### config.mk
export PLATFORM = sky130hd
export DESIGN_NAME = transport_send
export DESIGN_NICKNAME = d
export VERILOG_FILES = /design/src/rtl/transport_pkg.sv /design/src/rtl/tsnd_word_buf.sv /design/src/rtl/transport_send.sv
export SDC_FILE = /design/constraint.sdc
export NUM_CORES = 1
export LEC_CHECK = 0
export CORE_MARGIN = 2
export CORE_UTILIZATION = 65
export CTS_CLUSTER_SIZE = 12
export DETAILED_ROUTE_END_ITERATION = 16
export PLACE_DENSITY = 0.9
export SYNTH_ARGS = -nofsm -noshare
export SYNTH_HDL_FRONTEND = slang
export SYNTH_SLANG_ARGS = --single-unit
### constraint.sdc
create_clock -name clk -period 8.3 [get_ports clk]
set_input_delay 2.075 -clock clk [delete_from_list [all_inputs] [get_ports clk]]
set_output_delay 2.075 -clock clk [all_outputs]
set_load 0.005 [all_outputs]
### src/rtl/transport_pkg.sv
// transport_pkg: header codes, session commands, FSM encoding and framing constants
// shared by the transmit and receive halves of the transport layer.
package transport_pkg;
   localparam int         VOICE_WORDS = 7;
   localparam logic [7:0] TRAILER     = 8'hFF;
   localparam logic [7:0] HDR_VOICE   = 8'h80;
   localparam logic [7:0] HDR_CTRL    = 8'h40;
   localparam logic [1:0] CMD_VOICE   = 2'b01;
   localparam logic [1:0] CMD_CTRL    = 2'b10;
   typedef enum logic [2:0] {
      S_IDLE, S_COLLECT, S_WAIT_NET, S_HEADER, S_PAYLOAD, S_TRAILER
   } state_e;
endpackage

### src/rtl/tsnd_word_buf.sv
// tsnd_word_buf: voice word register file with write pointer and a byte-select read
// port indexed by the payload byte counter (even index = high byte).
module tsnd_word_buf
   import transport_pkg::*;
(
   input  logic        clk,
   input  logic        reset,
   input  logic        clr_i,
   input  logic        we_i,
   input  logic [15:0] wdata_i,
   input  logic [3:0]  sel_i,
   output logic [2:0]  count_o,
   output logic [7:0]  rdata_o
);
   logic [15:0] mem_q [VOICE_WORDS];
   logic [2:0]  ptr_q;
   logic [15:0] word;
   always_ff @(posedge clk) begin
      if (reset || clr_i) begin
         ptr_q <= '0;
         for (int i = 0; i < VOICE_WORDS; i++) mem_q[i] <= '0;
      end else if (we_i) begin
         mem_q[ptr_q] <= wdata_i;
         ptr_q        <= ptr_q + 3'd1;
      end
   end
   assign count_o = ptr_q;
   assign word    = (sel_i[3:1] < 3'(VOICE_WORDS)) ? mem_q[sel_i[3:1]] : '0;
   assign rdata_o = sel_i[0] ? word[7:0] : word[15:8];
endmodule

### src/rtl/transport_send.sv
// transport_send: packetizes session words into byte-serial voice/control packets.
// Define TRANSPORT_SEQ_NUM_EN to carry a 6-bit wrapping sequence number in header[5:0].
module transport_send
   import transport_pkg::*;
(
   input  logic        clk,
   input  logic        reset,
   input  logic        sessionValid_i,
   input  logic [1:0]  sessionCmd_i,
   input  logic [15:0] sessionData_i,
   input  logic        networkBusy_i,
   output logic        transportReady_o,
   output logic        sendSignal_o,
   output logic [7:0]  packetOut_o,
   output logic        txDone_o
);
   localparam logic [3:0] VOICE_LAST = 4'(2 * VOICE_WORDS);
   state_e      state_q;
   logic        send_q, done_q, ctrl_pend_q, kind_ctrl_q;
   logic [7:0]  pkt_q;
   logic [15:0] ctrl_word_q;
   logic [3:0]  bc_q;
   logic [2:0]  count;
   logic [7:0]  voice_byte, pay_byte, hdr;
   logic [3:0]  last;
   logic [5:0]  seq;
   logic        accept, voice_we, ctrl_we, buf_clr;

   assign transportReady_o = state_q == S_IDLE || state_q == S_COLLECT;
   assign accept   = sessionValid_i && transportReady_o;
   assign voice_we = accept && sessionCmd_i == CMD_VOICE;
   assign ctrl_we  = accept && sessionCmd_i == CMD_CTRL;
   assign buf_clr  = state_q == S_TRAILER && !kind_ctrl_q;
   assign last     = kind_ctrl_q ? 4'd2 : VOICE_LAST;
   assign pay_byte = kind_ctrl_q ? (bc_q[0] ? ctrl_word_q[7:0] : ctrl_word_q[15:8]) : voice_byte;
   assign hdr      = (ctrl_pend_q ? HDR_CTRL : HDR_VOICE) | {2'b00, seq};

`ifdef TRANSPORT_SEQ_NUM_EN
   logic [5:0] seq_q;
   always_ff @(posedge clk) begin
      if (reset) seq_q <= '0;
      else if (state_q == S_TRAILER) seq_q <= seq_q + 6'd1;
   end
   assign seq = seq_q;
`else
   assign seq = '0;
`endif

   tsnd_word_buf u_buf (
      .clk     (clk),
      .reset   (reset),
      .clr_i   (buf_clr),
      .we_i    (voice_we),
      .wdata_i (sessionData_i),
      .sel_i   (bc_q),
      .count_o (count),
      .rdata_o (voice_byte)
   );

   // Outputs are registered: each state names the byte currently on packetOut.
   always_ff @(posedge clk) begin
      if (reset) begin
         state_q     <= S_IDLE;
         send_q      <= 1'b0;
         pkt_q       <= '0;
         done_q      <= 1'b0;
         ctrl_pend_q <= 1'b0;
         kind_ctrl_q <= 1'b0;
         ctrl_word_q <= '0;
         bc_q        <= '0;
      end else begin
         done_q <= 1'b0;
         case (state_q)
            S_IDLE, S_COLLECT: begin
               if (ctrl_we) begin
                  ctrl_word_q <= sessionData_i;
                  ctrl_pend_q <= 1'b1;
                  state_q     <= S_WAIT_NET;
               end else if (voice_we) begin
                  state_q <= (count == 3'(VOICE_WORDS - 1)) ? S_WAIT_NET : S_COLLECT;
               end
            end
            S_WAIT_NET: begin
               if (!networkBusy_i) begin
                  state_q     <= S_HEADER;
                  send_q      <= 1'b1;
                  pkt_q       <= hdr;
                  kind_ctrl_q <= ctrl_pend_q;
                  bc_q        <= '0;
               end
            end
            S_HEADER, S_PAYLOAD: begin
               if (state_q == S_PAYLOAD && bc_q == last) begin
                  pkt_q   <= TRAILER;
                  state_q <= S_TRAILER;
               end else begin
                  pkt_q   <= pay_byte;
                  bc_q    <= bc_q + 4'd1;
                  state_q <= S_PAYLOAD;
               end
            end
            S_TRAILER: begin
               send_q  <= 1'b0;
               pkt_q   <= '0;
               done_q  <= 1'b1;
               if (kind_ctrl_q) ctrl_pend_q <= 1'b0;
               state_q <= (kind_ctrl_q && count != 3'd0) ? S_COLLECT : S_IDLE;
            end
            default: state_q <= S_IDLE;
         endcase
      end
   end

   assign sendSignal_o = send_q;
   assign packetOut_o  = pkt_q;
   assign txDone_o     = done_q;
endmodule

==> summary.txt <==
Status
  – Status: finished, final reports clean

Min path
  – Hold endpoint: ctrl_word_q[14]
  – Hold path depth: 2
  – Hold crit path type: flop to flop
  – Min-delay src: ctrl_word_q[14]

Clock network
  – CTS tree: built
  – CTS Buf Count: 17
  – # H-tree levels: 4
  – Clock root buffer: clkbuf_16
  – CTS Hold Bufs: 0
  – CTS clock-pin slew for the worst setup and hold paths: roughly 0.060 ns
  – Clock sinks: ~170
  – Worst-Skew Late Latency: about 0.42 ns
  – Setup bufs post-CTS: 0
  – Post-CTS sizing: 0
  – Buffer levels on the longest clock path: 2

Critical path
  – Slowest CP cell: nand2_1
  – CP top delay family: simple AND/OR/NAND/NOR gates
  – CP Capture Type: flop
  – Signal arrival time at the worst endpoint: 5.17 ns
  – Worst r2r src: state_q[1]
  – Nature of the critical path startpoint: input port
  – CP required: roughly 8.4 ns
  – Reg2Reg Capture Point: u_buf.mem_q[0][15]
  – Critical-path cell list: clkdlybuf4s50_1 > buf_4 > inv_1 > and4_1 > buf_4 > nand3_1 > nand2_1
  – Crit path largest cell delay: around 0.76 ns
  – Critical path fanouts, max: 30
  – R2r setup slk: 5.05 ns
  – CP Class: input port to flop
  – CP bufs+invs: 4
  – Critical path's most frequent cell: buf_4
  – Worst R2R Path Depth: 5

Place
  – Hpwl dp: roughly 13000 um
  – Dpl cells: around 770
  – Routability cong.: 0.920
  – Input/output buffers: 32
  – Placed cell area: slightly below 0.008 mm^2

Floorplan
  – Row count: 39
  – Die W: about 110 um
  – Chip Height: between 100 and 150 um
  – Initial core utilization: between 60% and 70%
  – I/O Pins: 33
  – Core area: ~0.011 mm^2
  – Die Area: about 0.012 mm^2

Synth
  – Synth Flop Type: edfxtp_1
  – Post-synthesis compound-gate area fraction: around 8.3%
  – Mux cell area share after synthesis: between 10% and 20%
  – Synth Area in Simple Gates: a little over an eighth
  – Largest family of logic cells by synthesized area: simple AND/OR/NAND/NOR gates
  – Sequential area share after synthesis: 59.7%
  – Post-synth top cells: edfxtp_1, nor2_1, nand2_1, dfxtp_1, a21oi_1
  – Net Count, Synth: about 650
  – Cell taking the most area after synthesis: edfxtp_1
  – Post-synthesis register bit count: between 150 and 200
  – Cells after Synth: about 630
  – Xor-xnor portion of the synthesized cell area: less than 1%
  – Mapped Area: 0.00754 mm^2
  – Post-synth ARST share: 0%
  – Count leader, synth: edfxtp_1
  – Yosys Warn Count: 0
  – Ranking of synthesized cells by area: edfxtp_1, dfxtp_1, mux4_2, nor2_1, nand2_1
  – Number of synthesized flops with an enable pin: around 110
  – Post-synthesis adder-cell area fraction: less than 1%
  – Top-area cell type share of the netlist area: between 40% and 50%
  – Netlist cell types: 58
  – Post-Syn Area per Cell: between 10 and 15 um^2

Timing
  – Final Skew: roughly 0.0047 ns
  – Post-Route Setup TNS: 0 ns
  – Max-slew violation count: 0
  – Final critical-path share of the clock period: 61.7%
  – Worst Tran Pin Value: around 1.2 ns
  – Fmax: a little under 200 MHz
  – Rel. slew slack: a little over a fifth
  – Tmin final: around 5.1 ns
  – RSZ-0062 raised after global routing: false
  – # setup viols final: 0
  – Hold violation count in the final report: 0
  – Min Hold Slack: about 0.45 ns

Routing
  – DRC Markers: 0
  – Via count: between 5k and 6k
  – Final WL: just under 20000 um
  – Drt via density: 6.80
  – Initial detailed-routing violation count: around 790
  – Pre-antenna DRT Iters: 5
  – Wirelength per Cell: 24.6 um
  – Final ANT Viol Nets: 0

Global routing
  – M3 GR Usage: under 10%
  – Antenna violations before repair: 0
  – Pin count of the biggest net entering global routing: 33
  – Most Used Layer, Global Route: met2
  – Vias in the first global route: approximately 5.3k
  – Grt met2 use: around half
  – First-pass GRT wire length: 30700 um
  – Gr usage total: roughly a third
  – Remaining Overflow, GRT: 0
  – GRT met1 Usage: 44.9%

Finish
  – Layout cells sized above 1: approximately 13%
  – FF+latch area: between 0.004 and 0.005 mm^2
  – Fin cells: 797
  – Antenna diodes: 0
  – Final #Nets: 669
  – Fillers: between 600 and 700
  – Layout Area Growth over Synthesis: 12.2%
  – Final instance area: 0.00847 mm^2
  – Area of the multi-input gates: about 0.0028 mm^2

Run
  – Max cap viols: 0

Power and ir drop
  – Leak: roughly 2.9 nW
  – Maximum VDD drop: 0.191 mV
  – P per Cell Area: between 200 and 250 mW/mm^2
[how the worst max path moves through the flow]
stage / start / end / cells past startpoint
4_1_cts: reset / u_buf.mem_q[0][15] / 7
5_1_grt: reset / u_buf.mem_q[4][8] / 7
2_1_floorplan: sessionCmd_i[1] / u_buf.mem_q[7][0] / 4
6_report: reset / u_buf.mem_q[0][15] / 7
3_3_place_gp: reset / u_buf.mem_q[0][8] / 7
3_5_place_dp: reset / u_buf.mem_q[4][4] / 7
[layout make-up]
| class | count | share of cell area (%) |
|---|---|---|
| flip-flops and latches | 169 | 53.2 |
| multi-input cells | 391 | 32.6 |
| clock buffers | 19 | 5.11 |
| repair buffers | 38 | 4.32 |
| well taps | 143 | 2.11 |
| clock inverters | 12 | 1.55 |
| inverters | 25 | 1.11 |
[registers in the layout (all words and copies together) (netlist names), named ones only]
signal	cells
u_buf.mem_q	128
packetOut_o	8
bc_q	4
ctrl_word_q	16
txDone_o	1
ctrl_pend_q	1
kind_ctrl_q	1
sendSignal_o	1
state_q	3
u_buf.count_o	3
[report_power, final]
part	switching [W]	internal, W
registers	0.0000156	0.000918
logic	0.0000526	0.0000348
clock network	0.000309	0.000465
[through the flow]
step | setup slack [ns] | power [W] | utilization, %
after floorplan | 3.57 | 0.000995 | -
after global placement | 3.04 | 0.00103 | 69.5
after detailed placement | 2.90 | 0.00103 | 69.5
after CTS | 3.31 | 0.00179 | 74.5
after global routing | 3.05 | 0.00183 | 74.5
final | 3.18 | 0.00179 | 74.5
[per-layer routing]
metal  part of all wire [%]  vias to the layer above  wire length [um]
li1                       -                     2322                 -
met1                     37                     2563              7200
met2                     46                      455              8920
met3                     12                       82              2400
met4                    5.4                        0              1060
met5                      0                        -                 0
[cells by family after synthesis]
family | Yosys count
xor+xnor | 3
simple gates | 226
buf+inv | 65
fa+ha+maj | 5
compound gates | 97
mux | 60
flops | 169
[placed cells by master (no fill, tap or decap), types with 19 or more instances in the layout]
cell type	count
edfxtp_1	112
nor2_1	106
nand2_1	66
dfxtp_1	56
a21oi_1	47
mux4_2	32
clkdlybuf4s50_1	32
inv_1	24
mux2i_1	21
o21ai_0	20
nand4_1	19
[tightest hold or removal path: cells and delay by family, from the launching register on]
family	cells	cell delay [ns]
and+or+nand+nor	1	0.05
DFF	1	0.31
AOI/OAI and AO/OA	1	0.05
(Power assumes the default switching activity.)
